## src/rtl/switch_input_pkg.sv

```systemverilog
// Shared constants and helpers for the switch input conditioner.
// Used by switch_input_conditioner and debounce_channel.
package switch_input_pkg;

  // 10 ms of stability at 100 MHz
  localparam int DEFAULT_DEBOUNCE_CYCLES = 1_000_000;

  // Counter width needed to reach cycles-1, never less than one bit
  function automatic int cnt_width(input int cycles);
    int w;
    w = $clog2(cycles);
    return (w < 1) ? 1 : w;
  endfunction

endpackage

```

## src/rtl/debounce_channel.sv

```systemverilog
// One switch channel: 2-flop synchroniser, stability counter, stable level
// and optional rise/fall pulses (pulses generated only with SWITCH_EDGE_PULSE_EN).
module debounce_channel
  import switch_input_pkg::*;
#(
  parameter int DEBOUNCE_CYCLES = DEFAULT_DEBOUNCE_CYCLES
) (
  input  logic clk,
  input  logic rst,
  input  logic sw,
  output logic stable,
  output logic rise,
  output logic fall
);

  localparam int CNT_W = cnt_width(DEBOUNCE_CYCLES);
  localparam logic [CNT_W-1:0] CNT_MAX = CNT_W'(DEBOUNCE_CYCLES - 1);

  logic             sync1_reg;
  logic             sync2_reg;
  logic             stable_reg;
  logic             stable_next;
  logic [CNT_W-1:0] cnt_reg;
  logic [CNT_W-1:0] cnt_next;
  logic             differ;
  logic             accept;

  always_ff @(posedge clk or posedge rst) begin
    if (rst) begin
      sync1_reg <= 1'b0;
      sync2_reg <= 1'b0;
    end else begin
      sync1_reg <= sw;
      sync2_reg <= sync1_reg;
    end
  end

  // Any return to the stable level clears the count; it never wraps
  always_comb begin
    differ      = (sync2_reg != stable_reg);
    accept      = differ && (cnt_reg == CNT_MAX);
    cnt_next    = '0;
    stable_next = stable_reg;
    if (accept) begin
      stable_next = sync2_reg;
    end else if (differ) begin
      cnt_next = cnt_reg + CNT_W'(1);
    end
  end

  always_ff @(posedge clk or posedge rst) begin
    if (rst) begin
      cnt_reg    <= '0;
      stable_reg <= 1'b0;
    end else begin
      cnt_reg    <= cnt_next;
      stable_reg <= stable_next;
    end
  end

  assign stable = stable_reg;

`ifdef SWITCH_EDGE_PULSE_EN
  logic rise_reg;
  logic fall_reg;

  // Pulses register on the same edge that updates the stable level
  always_ff @(posedge clk or posedge rst) begin
    if (rst) begin
      rise_reg <= 1'b0;
      fall_reg <= 1'b0;
    end else begin
      rise_reg <= accept &  sync2_reg;
      fall_reg <= accept & ~sync2_reg;
    end
  end

  assign rise = rise_reg;
  assign fall = fall_reg;
`else
  assign rise = 1'b0;
  assign fall = 1'b0;
`endif

endmodule

```

## src/rtl/switch_input_conditioner.sv

```systemverilog
// Synchronises and debounces NUM_CH raw switch/button pins into clean levels.
// Rise/fall pulses are active only when SWITCH_EDGE_PULSE_EN is defined.
module switch_input_conditioner
  import switch_input_pkg::*;
#(
  parameter int NUM_CH          = 2,
  parameter int DEBOUNCE_CYCLES = DEFAULT_DEBOUNCE_CYCLES
) (
  input  logic              I_P_CLK,
  input  logic              I_P_RST,
  input  logic [NUM_CH-1:0] I_P_SW,
  output logic [NUM_CH-1:0] O_P_STABLE,
  output logic [NUM_CH-1:0] O_P_RISE,
  output logic [NUM_CH-1:0] O_P_FALL
);

  // Channels are independent; simultaneous acceptances pulse together
  generate
    for (genvar gi = 0; gi < NUM_CH; gi++) begin : g_ch
      debounce_channel #(
        .DEBOUNCE_CYCLES(DEBOUNCE_CYCLES)
      ) u_channel (
        .clk   (I_P_CLK),
        .rst   (I_P_RST),
        .sw    (I_P_SW[gi]),
        .stable(O_P_STABLE[gi]),
        .rise  (O_P_RISE[gi]),
        .fall  (O_P_FALL[gi])
      );
    end
  endgenerate

endmodule
```

## config.mk

```make
export PLATFORM = sky130hd
export DESIGN_NAME = switch_input_conditioner
export DESIGN_NICKNAME = d
export VERILOG_FILES = /design/src/rtl/switch_input_pkg.sv /design/src/rtl/debounce_channel.sv /design/src/rtl/switch_input_conditioner.sv
export SDC_FILE = /design/constraint.sdc
export NUM_CORES = 1
export LEC_CHECK = 0
export CORE_MARGIN = 8
export CORE_UTILIZATION = 45
export CTS_CLUSTER_DIAMETER = 60
export DETAILED_ROUTE_END_ITERATION = 6
export SLEW_MARGIN = 20
export SYNTH_ARGS = -nofsm -noshare
export SYNTH_HDL_FRONTEND = slang
export SYNTH_HIERARCHICAL = 1
export SYNTH_SLANG_ARGS = --single-unit
```

## constraint.sdc

```tcl
create_clock -name I_P_CLK -period 2.3 [get_ports I_P_CLK]
set_input_delay 0.23 -clock I_P_CLK [delete_from_list [all_inputs] [get_ports I_P_CLK]]
set_output_delay 0.23 -clock I_P_CLK [all_outputs]
set_load 0.03 [all_outputs]
```

[Yosys cells after proc, flatten, opt, wreduce, memory -nomap -nowiden]
Cells that the tools add are included.
Storage, ports and cells
  input port bits: 4
  word-level logic and storage cells: 20
  output and inout port bits: 6
  register bits after elaboration: 46
Operators by class
  eq/ne operators: 4
  reductions and logical operators: 2
  $add $sub $neg: 2
  muxes and demuxes: 4
Operator list (count)
  $mux W20: 4
  $add A20 B1 Y20 const B: 2
  $eq A20 B20 Y1 const B: 2
  $logic_and A1 B1 Y1: 2
  $ne A1 B1 Y1: 2

[Logic depth before layout (Yosys ltp)]
  depth in word-level cells: 3
  gate-level depth with buffers: 6
  gate-level depth less buffers: 5

[Cells and area by module]
The synthesis kept the hierarchy.
By module, submodules not included
  debounce_channel: area each 1128.6 µm², sequential area each 575.6 µm², cells an instance 116, times used 2

[Least setup slack after synthesis]
No wires, ideal clock.
  path kind: register -> register
  start: register g_ch[0].u_channel.cnt_reg[8]
  end: register g_ch[0].u_channel.cnt_reg[19]
  stages on the path, launching flop included: 5
  slack: 672 ps
  period minus slack after synthesis: 1628 ps
  library setup time: 78 ps
  buffers on the path: 0
  arrival time: 1550 ps
  required time: 2222 ps
  cell sequence: dfrtp_1 > nand4_2 > or4_4 > or3_1 > a21oi_1
On the way
  word-level cells in the longest chain between the ends: 3
  elaborated cells between the ends (all ways): 5
  classes of those cells: 1 x add/sub; 1 x eq/ne; 2 x mux; 1 x reduce/logical
Ends and longest elaborated chain
  from (decl): line debounce_channel.sv:23  | logic [CNT_W-1:0] cnt_reg;
  from (signal assigned): line debounce_channel.sv:56  | cnt_reg <= cnt_next;
  $add A20 B1 Y20 or $eq A20 B20 Y1 (tied branches): line debounce_channel.sv:47, debounce_channel.sv:41
  $mux W20 or $logic_and A1 B1 Y1 (tied branches): line debounce_channel.sv:46, debounce_channel.sv:41
  $mux W20 (*): line debounce_channel.sv:44  | if (accept) begin
  via g_ch[0].u_channel.cnt_next[19]: line debounce_channel.sv:24  | logic [CNT_W-1:0] cnt_next;
The timed path passes the listed nets; every way through them passes the cells marked *.
A chain may end at the register's enable or synchronous reset.

[Worst setup path after layout]
  start: register g_ch[0].u_channel.cnt_reg[3]
  end: register g_ch[0].u_channel.cnt_reg[19]
Same word-level chain as after synthesis.

==> impl_results.md <==
* Root buffer cell: clkbuf_8
* Largest net degree at the start of global routing at 24
* Grt total ovfl at 0
* Fmax at 0.565 GHz
* CTS tree: done
* Vias/cell at 5.23
* Largest family of logic cells by synthesized area: simple AND/OR/NAND/NOR gates
* Max-Cap Viols at 0
* H-tree levels at 2
* CP max FO at 5
* Antenna-violating nets left at 0
* Pwr per Cell Area at 595 nW/um^2
* Post-Synth Adder-Cell Area at 1.11%
* Via count at 1,622
* I/O pins at 10
* RSZ-0062 raised after global routing: false
* Synth Cell Area at 2260 sq um
* Total Routing Usage GR at 12.5%
* FF-to-FF setup slack at 0.53 ns
* Worst setup EP type: flip-flop
* Count of flip-flops with a built-in enable after synthesis at 0
* Placed Instance Area at 2390 sq um
* Period utilisation layout at 77.0%
* DRT Pass-1 Iters at 4
* Syn avg cell area at 9.73 sq um
* Max VDD drop at 0.425 mV
* Worst Skew at 0.00950 ns
* GPL Wtd Cong at 0.771
* Critical path class: flip-flop to flip-flop
* Post-layout nets at 248
* Final instance area at 2500 sq um
* Number of global-route vias before repair at 1,564
* DRC at 0
* # fillers at 458
* WL met3 at 172 microns
* Max-Slew Margin vs Limit at 48.4%
* Cts bufs inserted at 5
* Initial Utilization at 47.2%
* Total power at 0.00149 W
* CP Launch Type: flip-flop
* Clock period minus final worst setup slack at 1.77 ns
* Crit path from: g_ch[0].u_channel/cnt_reg[3]
* Top cell type's share of synthesized area at 51.0%
* FP Rows at 25
* Status: completed
* Final setup TNS at 0 ns
* Syn. warnings at 6
* Clock Path Buffers at 2
* R2r startpoint: g_ch[0].u_channel/cnt_reg[3]
* Wirelength per Cell at 13.3 microns
* Syn Inst Count at 232
* Area growth, synth to finish at 10.8%
* Met2 wire length at 1.69 mm
* Diode count at 0
* Main synth FF type: dfrtp_1
* Post-synthesis mux area share at 0.998%
* Max Slew Vio Count at 0
* Least-Margin Pin Slew at 0.767 ns
* Top Metal Used: met4
* Leading area contributor after synthesis: dfrtp_1
* Clock transition at path regs at 0.09 ns
* Die H at 86.8 microns
* Setup Viol. Count Final at 0
* Max reg flops at 40
* Final hold vios at 0
* Reg-to-Reg End: g_ch[0].u_channel/cnt_reg[19]
* Yosys reg bits at 46
* Synth Area in XOR/XNOR at 9.31%
* CP Data Required Time at 2.53 ns
* Crit path DAT at 2.00 ns
* I/O Buffers at 5
* Share of cells above drive strength 1 at 10.7%
* Post-CTS setup buffer count at 0
* Pleak at 1.06 nW
* Worst skew pair latency at 0.30 ns
* Iter 0 DRT Violations at 125
* Core ar. at 4790 sq um
* FFs w/ async S/R, synth at 100%
* Worst hold-check path type: input port to asynchronous set/reset pin
* WL final at 4.11 mm
* First-pass GRT wire length at 7.49 mm
* Hpwl dp at 2.90 mm
* Complex-gate fraction of the synthesized area at 6.43%
* Hold_ws at 0.297 ns
* Simple-gate share of the synthesized area at 27.2%
* Chip width at 86.8 microns
* Post-cts resize count at 0
* Synth unique cells at 30
* Sink Count at 46
* Crit path to: g_ch[0].u_channel/cnt_reg[19]
* Seq/Total Area, Yosys at 51.0%
* Hold_buf cts at 0
* Number of cells on the worst reg-to-reg path at 4
* Metal-1 WL at 2.19 mm
* Largest cells by area after synthesis: dfrtp_1, xor2_1, nor2_1
* Initial antenna violation count at 0
* Die ar. at 7540 sq um
## Yosys cell counts, drive strengths merged (4+ instances only)
library cell  count
nor2             32
inv               8
or3               8
and3             10
xor2             14
nand3             8
nand2            18
clkbuf            6
nor4              4
a21oi            14
o21ai            12
nor3              4
buf               4
nand4            12
dfrtp            46
xnor2            10
## per-layer routing
layer | vias to the layer above | GRT usage, %
li1 | 819 | -
met1 | 770 | 17.6
met2 | 28 | 17.0
met3 | 5 | 3.88
met4 | 0 | 5.48
met5 | - | 0
## critical path, cell delays in order, from the launching register on
cell and delay [ns]:
dfrtp_1 0.43, nand4_1 0.23, or4_4 0.55, or3_1 0.35, a21oi_1 0.14
## cell type report
type	count	area [sq um]	share of cell area, %
sequential	46	1150	46.0
multi-input combinational	170	1030	41.2
timing repair buffer	11	95.1	3.80
tap	67	83.8	3.35
clock buffer	5	68.8	2.75
clock inverter	3	40.0	1.60
inverter	8	30.0	1.20
## kinds of logic after synthesis
logic type	count (synthesis)
AO/OA/AOI/OAI	28
XOR/XNOR	24
flip-flops	46
adder cells (fa/ha/maj)	2
other	2
AND/OR/NAND/NOR	110
multiplexers	2
buffers and inverters	18
## cells in the final DEF, fill, tap and decap left out, types with 6 or more instances in the layout
cell / Yosys / layout
xnor2_1: 10 / 10
buf_4: 4 / 6
dfrtp_1: 46 / 46
nor2_1: 32 / 32
a21oi_1: 14 / 14
nand4_1: 10 / 10
and3_1: 8 / 8
xor2_1: 14 / 14
inv_1: 8 / 8
or3_1: 8 / 8
nand3_1: 6 / 6
o21ai_0: 12 / 10
nand2_1: 18 / 18
## power by group
group	switching [W]	total [W]	internal (W)
combinational	0.0000446	0.0000653	0.0000207
sequential	0.00000954	0.000829	0.000820
clock	0.000272	0.000592	0.000320
## stage by stage
| step | instances | worst slack (ns) | util, % |
|---|---|---|---|
| 3_5_place_dp | 302 | 0.536 | 50.0 |
| 6_report | 310 | 0.529 | 52.2 |
| 5_1_grt | 310 | 0.388 | 52.2 |
| 4_1_cts | 310 | 0.528 | 52.2 |
| 3_3_place_gp | 302 | 0.564 | 50.0 |
| 2_1_floorplan | 234 | 0.672 | - |
## how the worst min path moves through the flow
stage                                           start                            end  slack [ns]  depth (start not counted)
final                                         I_P_RST  g_ch[0].u_channel/cnt_reg[17]        0.30                          3
after global routing                          I_P_RST   g_ch[0].u_channel/cnt_reg[7]        0.34                          3
after CTS                                     I_P_RST   g_ch[0].u_channel/cnt_reg[4]        0.30                          3
after detailed placement  g_ch[0].u_channel/sync1_reg    g_ch[0].u_channel/sync2_reg        0.34                          0
after global placement    g_ch[0].u_channel/sync1_reg    g_ch[0].u_channel/sync2_reg        0.34                          0
after floorplan                               I_P_RST   g_ch[0].u_channel/cnt_reg[0]        0.23                          1
(Power assumes the default switching activity.)
